## src/rtl/lcd_frame_scheduler.sv

```systemverilog
// LCD refresh sequencer: change-driven, rate-limited frames made of a background
// redraw phase followed by a line-overlay phase, each guarded by a watchdog.
`timescale 1ns/1ps

module lcd_frame_scheduler #(
  parameter int COORD_W     = 9,
  parameter int FRAME_DIV   = 1_666_666,
  parameter int TIMEOUT_CYC = 25_000_000
) (
  input  logic               sys_clk_50MHz,
  input  logic               sys_rst_n,
  input  logic               init_done,
  input  logic [COORD_W-1:0] ball_y,
  input  logic [COORD_W-1:0] hand_x,
  input  logic               show_pic_done,
  input  logic               draw_line_done,
  output logic               show_pic_flag,
  output logic               draw_line_flag,
  output logic [COORD_W-1:0] offset_lat,
  output logic [COORD_W-1:0] coord_lat,
  output logic               busy,
  output logic [15:0]        frame_cnt,
  output logic               timeout_err
);

  localparam int RATE_W = $clog2(FRAME_DIV);
  localparam int WDOG_W = $clog2(TIMEOUT_CYC);
  localparam logic [RATE_W-1:0] RATE_LAST = RATE_W'(FRAME_DIV - 1);
  localparam logic [RATE_W-1:0] RATE_PRE  = RATE_W'(FRAME_DIV - 2);
  localparam logic [WDOG_W-1:0] WDOG_LAST = WDOG_W'(TIMEOUT_CYC - 1);

  typedef enum logic [1:0] {
    S_WAIT_INIT = 2'd0,
    S_IDLE      = 2'd1,
    S_PIC       = 2'd2,
    S_LINE      = 2'd3
  } state_t;

  state_t             r_state;
  state_t             w_state_nxt;
  logic               r_show_pic_flag;
  logic               r_draw_line_flag;
  logic [COORD_W-1:0] r_offset_lat;
  logic [COORD_W-1:0] r_coord_lat;
  logic               r_busy;
  logic [15:0]        r_frame_cnt;
  logic               r_timeout_err;
  logic               r_dirty;
  logic [RATE_W-1:0]  r_rate_cnt;
  logic               r_tick;
  logic [WDOG_W-1:0]  r_wdog;

  logic w_coord_diff;
  logic w_wdog_exp;
  logic w_frame_start;
  logic w_pic_end;
  logic w_line_end;
  logic w_timeout;
  logic w_init_loss;

  assign w_coord_diff = (ball_y != r_offset_lat) || (hand_x != r_coord_lat);
  assign w_wdog_exp   = (r_wdog == WDOG_LAST);

  // Loss of init_done outranks everything; a done pulse outranks a same-cycle timeout.
  always_comb begin
    w_state_nxt   = r_state;
    w_frame_start = 1'b0;
    w_pic_end     = 1'b0;
    w_line_end    = 1'b0;
    w_timeout     = 1'b0;
    w_init_loss   = 1'b0;
    case (r_state)
      S_WAIT_INIT: begin
        if (init_done) w_state_nxt = S_IDLE;
        else           w_state_nxt = S_WAIT_INIT;
      end
      S_IDLE: begin
        if (!init_done) begin
          w_init_loss = 1'b1;
          w_state_nxt = S_WAIT_INIT;
        end else if (r_tick && r_dirty) begin
          w_frame_start = 1'b1;
          w_state_nxt   = S_PIC;
        end else begin
          w_state_nxt = S_IDLE;
        end
      end
      S_PIC: begin
        if (!init_done) begin
          w_init_loss = 1'b1;
          w_state_nxt = S_WAIT_INIT;
        end else if (show_pic_done) begin
          w_pic_end   = 1'b1;
          w_state_nxt = S_LINE;
        end else if (w_wdog_exp) begin
          w_timeout   = 1'b1;
          w_state_nxt = S_IDLE;
        end else begin
          w_state_nxt = S_PIC;
        end
      end
      S_LINE: begin
        if (!init_done) begin
          w_init_loss = 1'b1;
          w_state_nxt = S_WAIT_INIT;
        end else if (draw_line_done) begin
          w_line_end  = 1'b1;
          w_state_nxt = S_IDLE;
        end else if (w_wdog_exp) begin
          w_timeout   = 1'b1;
          w_state_nxt = S_IDLE;
        end else begin
          w_state_nxt = S_LINE;
        end
      end
      default: w_state_nxt = S_WAIT_INIT;
    endcase
  end

  always_ff @(posedge sys_clk_50MHz or negedge sys_rst_n) begin
    if (!sys_rst_n) r_state <= S_WAIT_INIT;
    else            r_state <= w_state_nxt;
  end

  // Flags follow the next state so they change on the same edge as the phase.
  always_ff @(posedge sys_clk_50MHz or negedge sys_rst_n) begin
    if (!sys_rst_n) begin
      r_show_pic_flag  <= 1'b0;
      r_draw_line_flag <= 1'b0;
      r_busy           <= 1'b0;
      r_offset_lat     <= {COORD_W{1'b0}};
      r_coord_lat      <= {COORD_W{1'b0}};
      r_frame_cnt      <= 16'd0;
      r_timeout_err    <= 1'b0;
    end else begin
      r_show_pic_flag  <= (w_state_nxt == S_PIC);
      r_draw_line_flag <= (w_state_nxt == S_LINE);
      r_busy           <= (w_state_nxt == S_PIC) || (w_state_nxt == S_LINE);
      if (w_frame_start) begin
        r_offset_lat <= ball_y;
        r_coord_lat  <= hand_x;
      end
      if (w_line_end) r_frame_cnt <= r_frame_cnt + 16'd1;
      if (w_timeout)  r_timeout_err <= 1'b1;
    end
  end

  // Rate limiter: tick rises together with the counter reaching its last value, so
  // frame starts are spaced by exactly FRAME_DIV cycles at minimum.
  always_ff @(posedge sys_clk_50MHz or negedge sys_rst_n) begin
    if (!sys_rst_n) begin
      r_rate_cnt <= {RATE_W{1'b0}};
      r_tick     <= 1'b0;
    end else if (w_init_loss) begin
      r_rate_cnt <= {RATE_W{1'b0}};
      r_tick     <= 1'b0;
    end else if (r_state == S_WAIT_INIT) begin
      r_rate_cnt <= {RATE_W{1'b0}};
      r_tick     <= init_done;
    end else if (w_frame_start) begin
      r_rate_cnt <= {RATE_W{1'b0}};
      r_tick     <= 1'b0;
    end else if (r_rate_cnt != RATE_LAST) begin
      r_rate_cnt <= r_rate_cnt + {{(RATE_W-1){1'b0}}, 1'b1};
      if (r_rate_cnt == RATE_PRE) r_tick <= 1'b1;
    end
  end

  // Dirty tracks any difference between live and latched coordinates since the last start.
  always_ff @(posedge sys_clk_50MHz or negedge sys_rst_n) begin
    if (!sys_rst_n) begin
      r_dirty <= 1'b1;
    end else if (w_init_loss || w_timeout || (r_state == S_WAIT_INIT)) begin
      r_dirty <= 1'b1;
    end else if (w_frame_start) begin
      r_dirty <= 1'b0;
    end else if (w_coord_diff) begin
      r_dirty <= 1'b1;
    end
  end

  // Per-phase watchdog, restarted at each phase entry and saturating at its limit.
  always_ff @(posedge sys_clk_50MHz or negedge sys_rst_n) begin
    if (!sys_rst_n) begin
      r_wdog <= {WDOG_W{1'b0}};
    end else if (w_frame_start || w_pic_end) begin
      r_wdog <= {WDOG_W{1'b0}};
    end else if (((r_state == S_PIC) || (r_state == S_LINE)) && !w_wdog_exp) begin
      r_wdog <= r_wdog + {{(WDOG_W-1){1'b0}}, 1'b1};
    end
  end

  assign show_pic_flag  = r_show_pic_flag;
  assign draw_line_flag = r_draw_line_flag;
  assign offset_lat     = r_offset_lat;
  assign coord_lat      = r_coord_lat;
  assign busy           = r_busy;
  assign frame_cnt      = r_frame_cnt;
  assign timeout_err    = r_timeout_err;

endmodule

```

## config.mk

```make
export PLATFORM = sky130hd
export DESIGN_NAME = lcd_frame_scheduler
export DESIGN_NICKNAME = d
export VERILOG_FILES = /design/src/rtl/lcd_frame_scheduler.sv
export SDC_FILE = /design/constraint.sdc
export NUM_CORES = 1
export LEC_CHECK = 0
export ABC_AREA = 1
export BUFFER_PORTS_ARGS = -buffer_cell sky130_fd_sc_hd__buf_2
export CAP_MARGIN = 10
export CORE_MARGIN = 4
export CORE_UTILIZATION = 63
export CTS_CLUSTER_SIZE = 25
export DETAILED_ROUTE_END_ITERATION = 10
export GPL_ROUTABILITY_DRIVEN = 1
export PLACE_DENSITY = 0.95
export RECOVER_POWER = 50
export SYNTH_ARGS = -nofsm -noshare
export SYNTH_HDL_FRONTEND = slang
export SYNTH_SLANG_ARGS = --single-unit
```

## constraint.sdc

```tcl
create_clock -name sys_clk_50MHz -period 4.5 [get_ports sys_clk_50MHz]
set_input_delay 0.675 -clock sys_clk_50MHz [delete_from_list [all_inputs] [get_ports sys_clk_50MHz]]
set_output_delay 0.675 -clock sys_clk_50MHz [all_outputs]
set_load 0.02 [all_outputs]
```

# == Word-level counts from Yosys, hierarchy flattened ==
# Cells that the tools add are included.
# classes
addsub,3
n_mux,41
eq_ne,10
n_reduce_logical,16
# ops
cell,count
2-to-1 mux 21 bit,4
2-to-1 mux 25 bit,2
"adder 25 x 1 -> 25 bit, second input constant",1
"equality test 25 bit, second input constant",1
2-to-1 mux 1 bit,25
"adder 21 x 1 -> 21 bit, second input constant",1
"equality test 21 bit, second input constant",1
"!= test 21 bit, second input constant",1
!= test 9 bit,2
"adder 16 x 1 -> 16 bit, second input constant",1
2-to-1 mux 2 bit,8
"equality test 2 bit, second input constant",4
one-hot mux 2 bit (4 select lines),1
nonzero test 4 bit,2
logical OR 1 bit,6
nonzero test 3 bit,1
OR reduction 3 bit,1
"equality test 2 x 1 -> 1 bit, second input constant",1
logical AND 1 bit,2
zero test 2 bit,1
one-hot mux 1 bit (2 select lines),1
AND reduction 2 bit,1
nonzero test 2 bit,1
zero test 1 bit,1
# totals
out_inout_bits,38
elab_cells,82
in_bits,23
ff_bits,88

# == Depth between registers and ports, before layout ==
# depth
ltp_word,8
ltp_mapped,11
ltp_nobuf,10

# == Least setup slack after synthesis ==
# No wires, ideal clock.
# synth_timing
path_type,register to register
from,reg r_wdog[0]
to,reg r_wdog[11]
synth_period_minus_slack_ns,1.746
setup_slack_ns,2.754
t_arrival_ns,1.629
path_buffers,1
setup_time_ns,0.116
t_required_ns,4.384
path_stages_with_launch,12
cell_sequence,dfrtp_1 ha_1 inv_2 nor2_8 nand2_2 nor2_4 nand2_2 nand2_1 nand2_4 buf_12 nand2_1 nand2_1
# synth_between
elab_chain_cells,4
elab_cells_between_ends,7
cone_classes,add/sub (1); eq/ne (1); mux (2); reduce/logical (3)
# synth_rtl
element,line,source
"start, declared",51,logic [WDOG_W-1:0] r_wdog;
"start signal, assigned",185,r_wdog <= {WDOG_W{1'b0}};
"start signal, assigned",187,r_wdog <= {WDOG_W{1'b0}};
"start signal, assigned",189,"r_wdog <= r_wdog + {{(WDOG_W-1){1'b0}}, 1'b1};"
branches (longest 4 deep; another with adder 25 x 1 -> 25 bit),n/a,
# Several ways; the timed one is not identified. The select of a mux whose other input is x is not followed.
# A chain may end at the register's enable or synchronous reset.

# == Final worst setup path ==
# layout_timing
from,reg r_wdog[0]
to,reg r_wdog[18]
# The elaborated chain is that of the path after synthesis.

==> qor.log <==
qor: global_route.pin_count_of_the_biggest_net_entering_global_routing 47
qor: placed_design.io_buf_count 60
qor: route.via_per_inst 5.49
qor: timing.worst-slew-pin-transition 2.55 ns
qor: route.drt-pass1-iter-count 5
qor: route.routed-wl-met2 6400 um
qor: power_and_ir_drop.switching_part_of_the_total 35.3%
qor: timing.worst_hold_slack 0.499 ns
qor: global_route.grt_pass1_vias 4683
qor: synthesis.netlist_area 5170 sq um
qor: run_status.failed_checks capacitance limit, slew limit
qor: power_and_ir_drop.p_comb_share 22.0%
qor: timing.final-max-slew-violation-count 47
qor: route.detail_route.drc_violations 0
qor: floorplanning.full_die_area 9720 sq um
qor: setup_path.startpoint_to_endpoint_class_of_the_critical_path reg2reg
qor: setup_path.crit_required 4.71 ns
qor: synthesis.post_synth.cell_area_avg 7.31 sq um
qor: global_route.gr-total-overflow 0
qor: timing.final-hold-violation-count 0
qor: synthesis.yosysSeqAreaShare 42.6%
qor: setup_path.crit_fanout 29
qor: clock_tree.h-tree-depth 3
qor: cells_and_area.antenna_cells 0
qor: power_and_ir_drop.power.static_leakage 2.71 nW
qor: synthesis.ys_ff_latch 88
qor: route.post_drt_wl_per_cell 14.1 um
qor: cells_and_area.final_layout_size_suffix_gt1_share 12.9%
qor: route.detailroute.wirelength.met3 777 um
qor: power_and_ir_drop.switchingPower 715 uW
qor: floorplanning.die_width 98.6 um
qor: cells_and_area.finish.net_count 796
qor: timing.maxSlewHeadroom -70.2%
qor: run.timing.max_cap.violations 1
qor: placed_design.globalplace.congestion 0.971
qor: clock_tree.cts_setup_buffers 0
qor: clock_tree.post_cts_resize_count 0
qor: power_and_ir_drop.power-per-cell-area 356 nW/um^2
qor: clock_tree.clock_insertion_delay_worst_skew 0.37 ns
qor: floorplanning.initial_utilization 65.8%
qor: setup_path.critPathSlowestCell sky130_fd_sc_hd__a21oi_2
qor: synthesis.postSynthNetCount 735
qor: timing.final_period_minus_worst_setup_slack 3.02 ns
qor: setup_path.crit_family compound AO/OA/AOI/OAI gates
qor: global_route.grt_pass1_wl 21300 um
qor: setup_path.worst_flop_to_flop_path_startpoint r_wdog[0]
qor: synthesis.yosysWarningCount 0
qor: global_route.grt_antenna_before_repair 0
qor: clock_tree.cts.path.max_buffers 2
qor: clock_tree.cts_tree done
qor: power_and_ir_drop.seq_power_share 49.1%
qor: floorplanning.pin_count 61
qor: hold_path.holdCritStartpoint timeout_err
qor: clock_tree.root_buffer sky130_fd_sc_hd__clkbuf_8
qor: timing.fin_setup_tns 0 ns
qor: setup_path.critical_path_sink_type flip-flop
qor: timing.grt_setup_unrepaired no
qor: floorplanning.core_area 7850 sq um
qor: route.dr.max_layer_used met4
qor: synthesis.post_synth_num_cell_types 40
qor: cells_and_area.layout.cells.most_common sky130_fd_sc_hd__nand2_1
qor: clock_tree.clk_pin_slew 0.10 ns
qor: setup_path.crit_path_start_kind flip-flop
qor: route.wl 12400 um
qor: setup_path.cp.arrival 3.23 ns
qor: route.route.antenna.remaining_nets 0
qor: global_route.grt_util_all_layers 26.4%
qor: setup_path.critical_path.startpoint r_wdog[0]
qor: timing.fmax 331 MHz
qor: placed_design.dp_hpwl 8900 um
qor: synthesis.postSynthCellCount 707
qor: setup_path.critical-path-max-stage-delay 0.91 ns
qor: clock_tree.postCtsHoldBufs 0
qor: timing.setup_violations 0
qor: floorplanning.die_h 98.6 um
qor: power_and_ir_drop.clockPowerShare 28.9%
qor: cells_and_area.mostFrequentLayoutCells 224 x sky130_fd_sc_hd__nand2_1, 106 x sky130_fd_sc_hd__nor2_1, 87 x sky130_fd_sc_hd__dfrtp_1
qor: cells_and_area.area_growth_syn_to_layout 9.90%
qor: route.first_iter_violations 292
qor: hold_path.hold_class reg2reg
qor: clock_tree.numClockSinks 88
qor: power_and_ir_drop.vdd.ir_drop.worst 0.000271 V
qor: clock_tree.cts_made_buffers 9
qor: setup_path.path_cells ha_1, inv_2, nor2_1, nand2_2, nor2_4, nand2_2, a21oi_2, o21ai_0
qor: route.m1WireLength 5020 um
qor: setup_path.critical_path.most_common_cell sky130_fd_sc_hd__nand2_2
qor: power_and_ir_drop.power_report.internal_total 1.31 mW
qor: cells_and_area.fillerInstances 577
qor: run_status.run_status finished, violations left
qor: timing.finClkSkew 0.0145 ns
qor: setup_path.cp.buffers_inverters 1
qor: timing.fin_crit_sh 67.1%
qor: route.detailed_route_via_count 4807
qor: floorplanning.rows 32
-- flip-flops by register name (all words and copies together) (netlist names), 2 cells and up --
name        flops
r_wdog         25
offset_lat      9
r_state         2
frame_cnt      16
r_rate_cnt     21
coord_lat       9
-- power groups by stage --
stage | combinational [mW] | sequential [mW] | clock (mW)
4_1_cts | 0.454 | 0.990 | 0.584
6_report | 0.445 | 0.994 | 0.585
2_1_floorplan | 0.247 | 1.05 | 0
3_5_place_dp | 0.451 | 1.00 | 0
3_3_place_gp | 0.431 | 0.996 | 0
5_1_grt | 0.501 | 1.01 | 0.622
-- stage by stage --
step           setup slack, ns  instances  area (sq um)  total power [mW]  utilization (%)
6_report                  1.48        875          5680              2.02             72.4
5_1_grt                   1.24        875          5680              2.13             72.4
4_1_cts                   1.89        875          5730              2.03             73.0
3_5_place_dp              1.91        859          5530              1.45             70.4
3_3_place_gp              2.06        859          5530              1.43             70.4
2_1_floorplan             2.75        707          5170              1.30                -
-- path summary, 6_finish.rpt --
path	depth (start not counted)	endpoint	slack [ns]
worst min register to register	2	timeout_err	0.50
worst max register to register	8	r_wdog[18]	1.48
max in group asynchronous	2	show_pic_flag	1.77
min in group asynchronous	1	r_rate_cnt[11]	1.08
worst max-delay path	8	r_wdog[18]	1.48
worst min-delay path	2	timeout_err	0.50
-- final cells by class --
class,count,area (sq um),share of cell area [%]
multi-input cells,533,2560,45.1
flip-flops and latches,88,2200,38.8
repair buffers,61,304,5.35
inverters,75,282,4.96
well taps,102,128,2.25
clock buffers,9,124,2.18
clock inverters,7,80.1,1.41
-- worst register-to-register path, stage by stage (launching register included) --
cell and delay [ns]:
sky130_fd_sc_hd__dfrtp_1 0.42, sky130_fd_sc_hd__ha_1 0.29, sky130_fd_sc_hd__inv_2 0.06, sky130_fd_sc_hd__nor2_1 0.54, sky130_fd_sc_hd__nand2_2 0.15, sky130_fd_sc_hd__nor2_4 0.16
sky130_fd_sc_hd__nand2_2 0.08, sky130_fd_sc_hd__a21oi_2 0.91, sky130_fd_sc_hd__o21ai_0 0.25
-- layer usage --
metal / global-route usage (%) / vias to the layer above
li1: - / 2357
met1: 33.0 / 2247
met2: 46.1 / 184
met3: 5.10 / 19
met4: 8.30 / 0
met5: 0 / -
-- cell usage after synthesis (all sizes together) --
cell type	count	area (sq um)
nand4	7	50.1
o21ai	42	221
xor2	22	193
and3	1	6.26
buf	7	65.1
nor3	20	105
inv	75	282
o211ai	1	7.51
dfrtp	87	2180
a21oi	15	78.8
nor2	108	454
or2	3	18.8
dfstp	1	26.3
a221oi	1	8.76
nand3b	5	37.5
nand2	230	893
clkbuf	4	15.0
nand3	54	290
nor3b	1	12.5
o31ai	3	36.3
nor4	1	6.26
xnor2	13	114
a31oi	1	6.26
ha	5	62.6
-- kinds of logic (layout without fill, tap and decap cells) --
logic type	count (synthesis)	count (layout)	synth area share (%)
AO/OA/AOI/OAI	63	63	6.95
XOR/XNOR	35	35	5.93
adder cells (fa/ha/maj)	5	5	1.21
buffers and inverters	86	152	7.00
flip-flops	88	88	42.6
AND/OR/NAND/NOR	430	430	36.3
No activity file was read; power rests on OpenSTA's default activity.
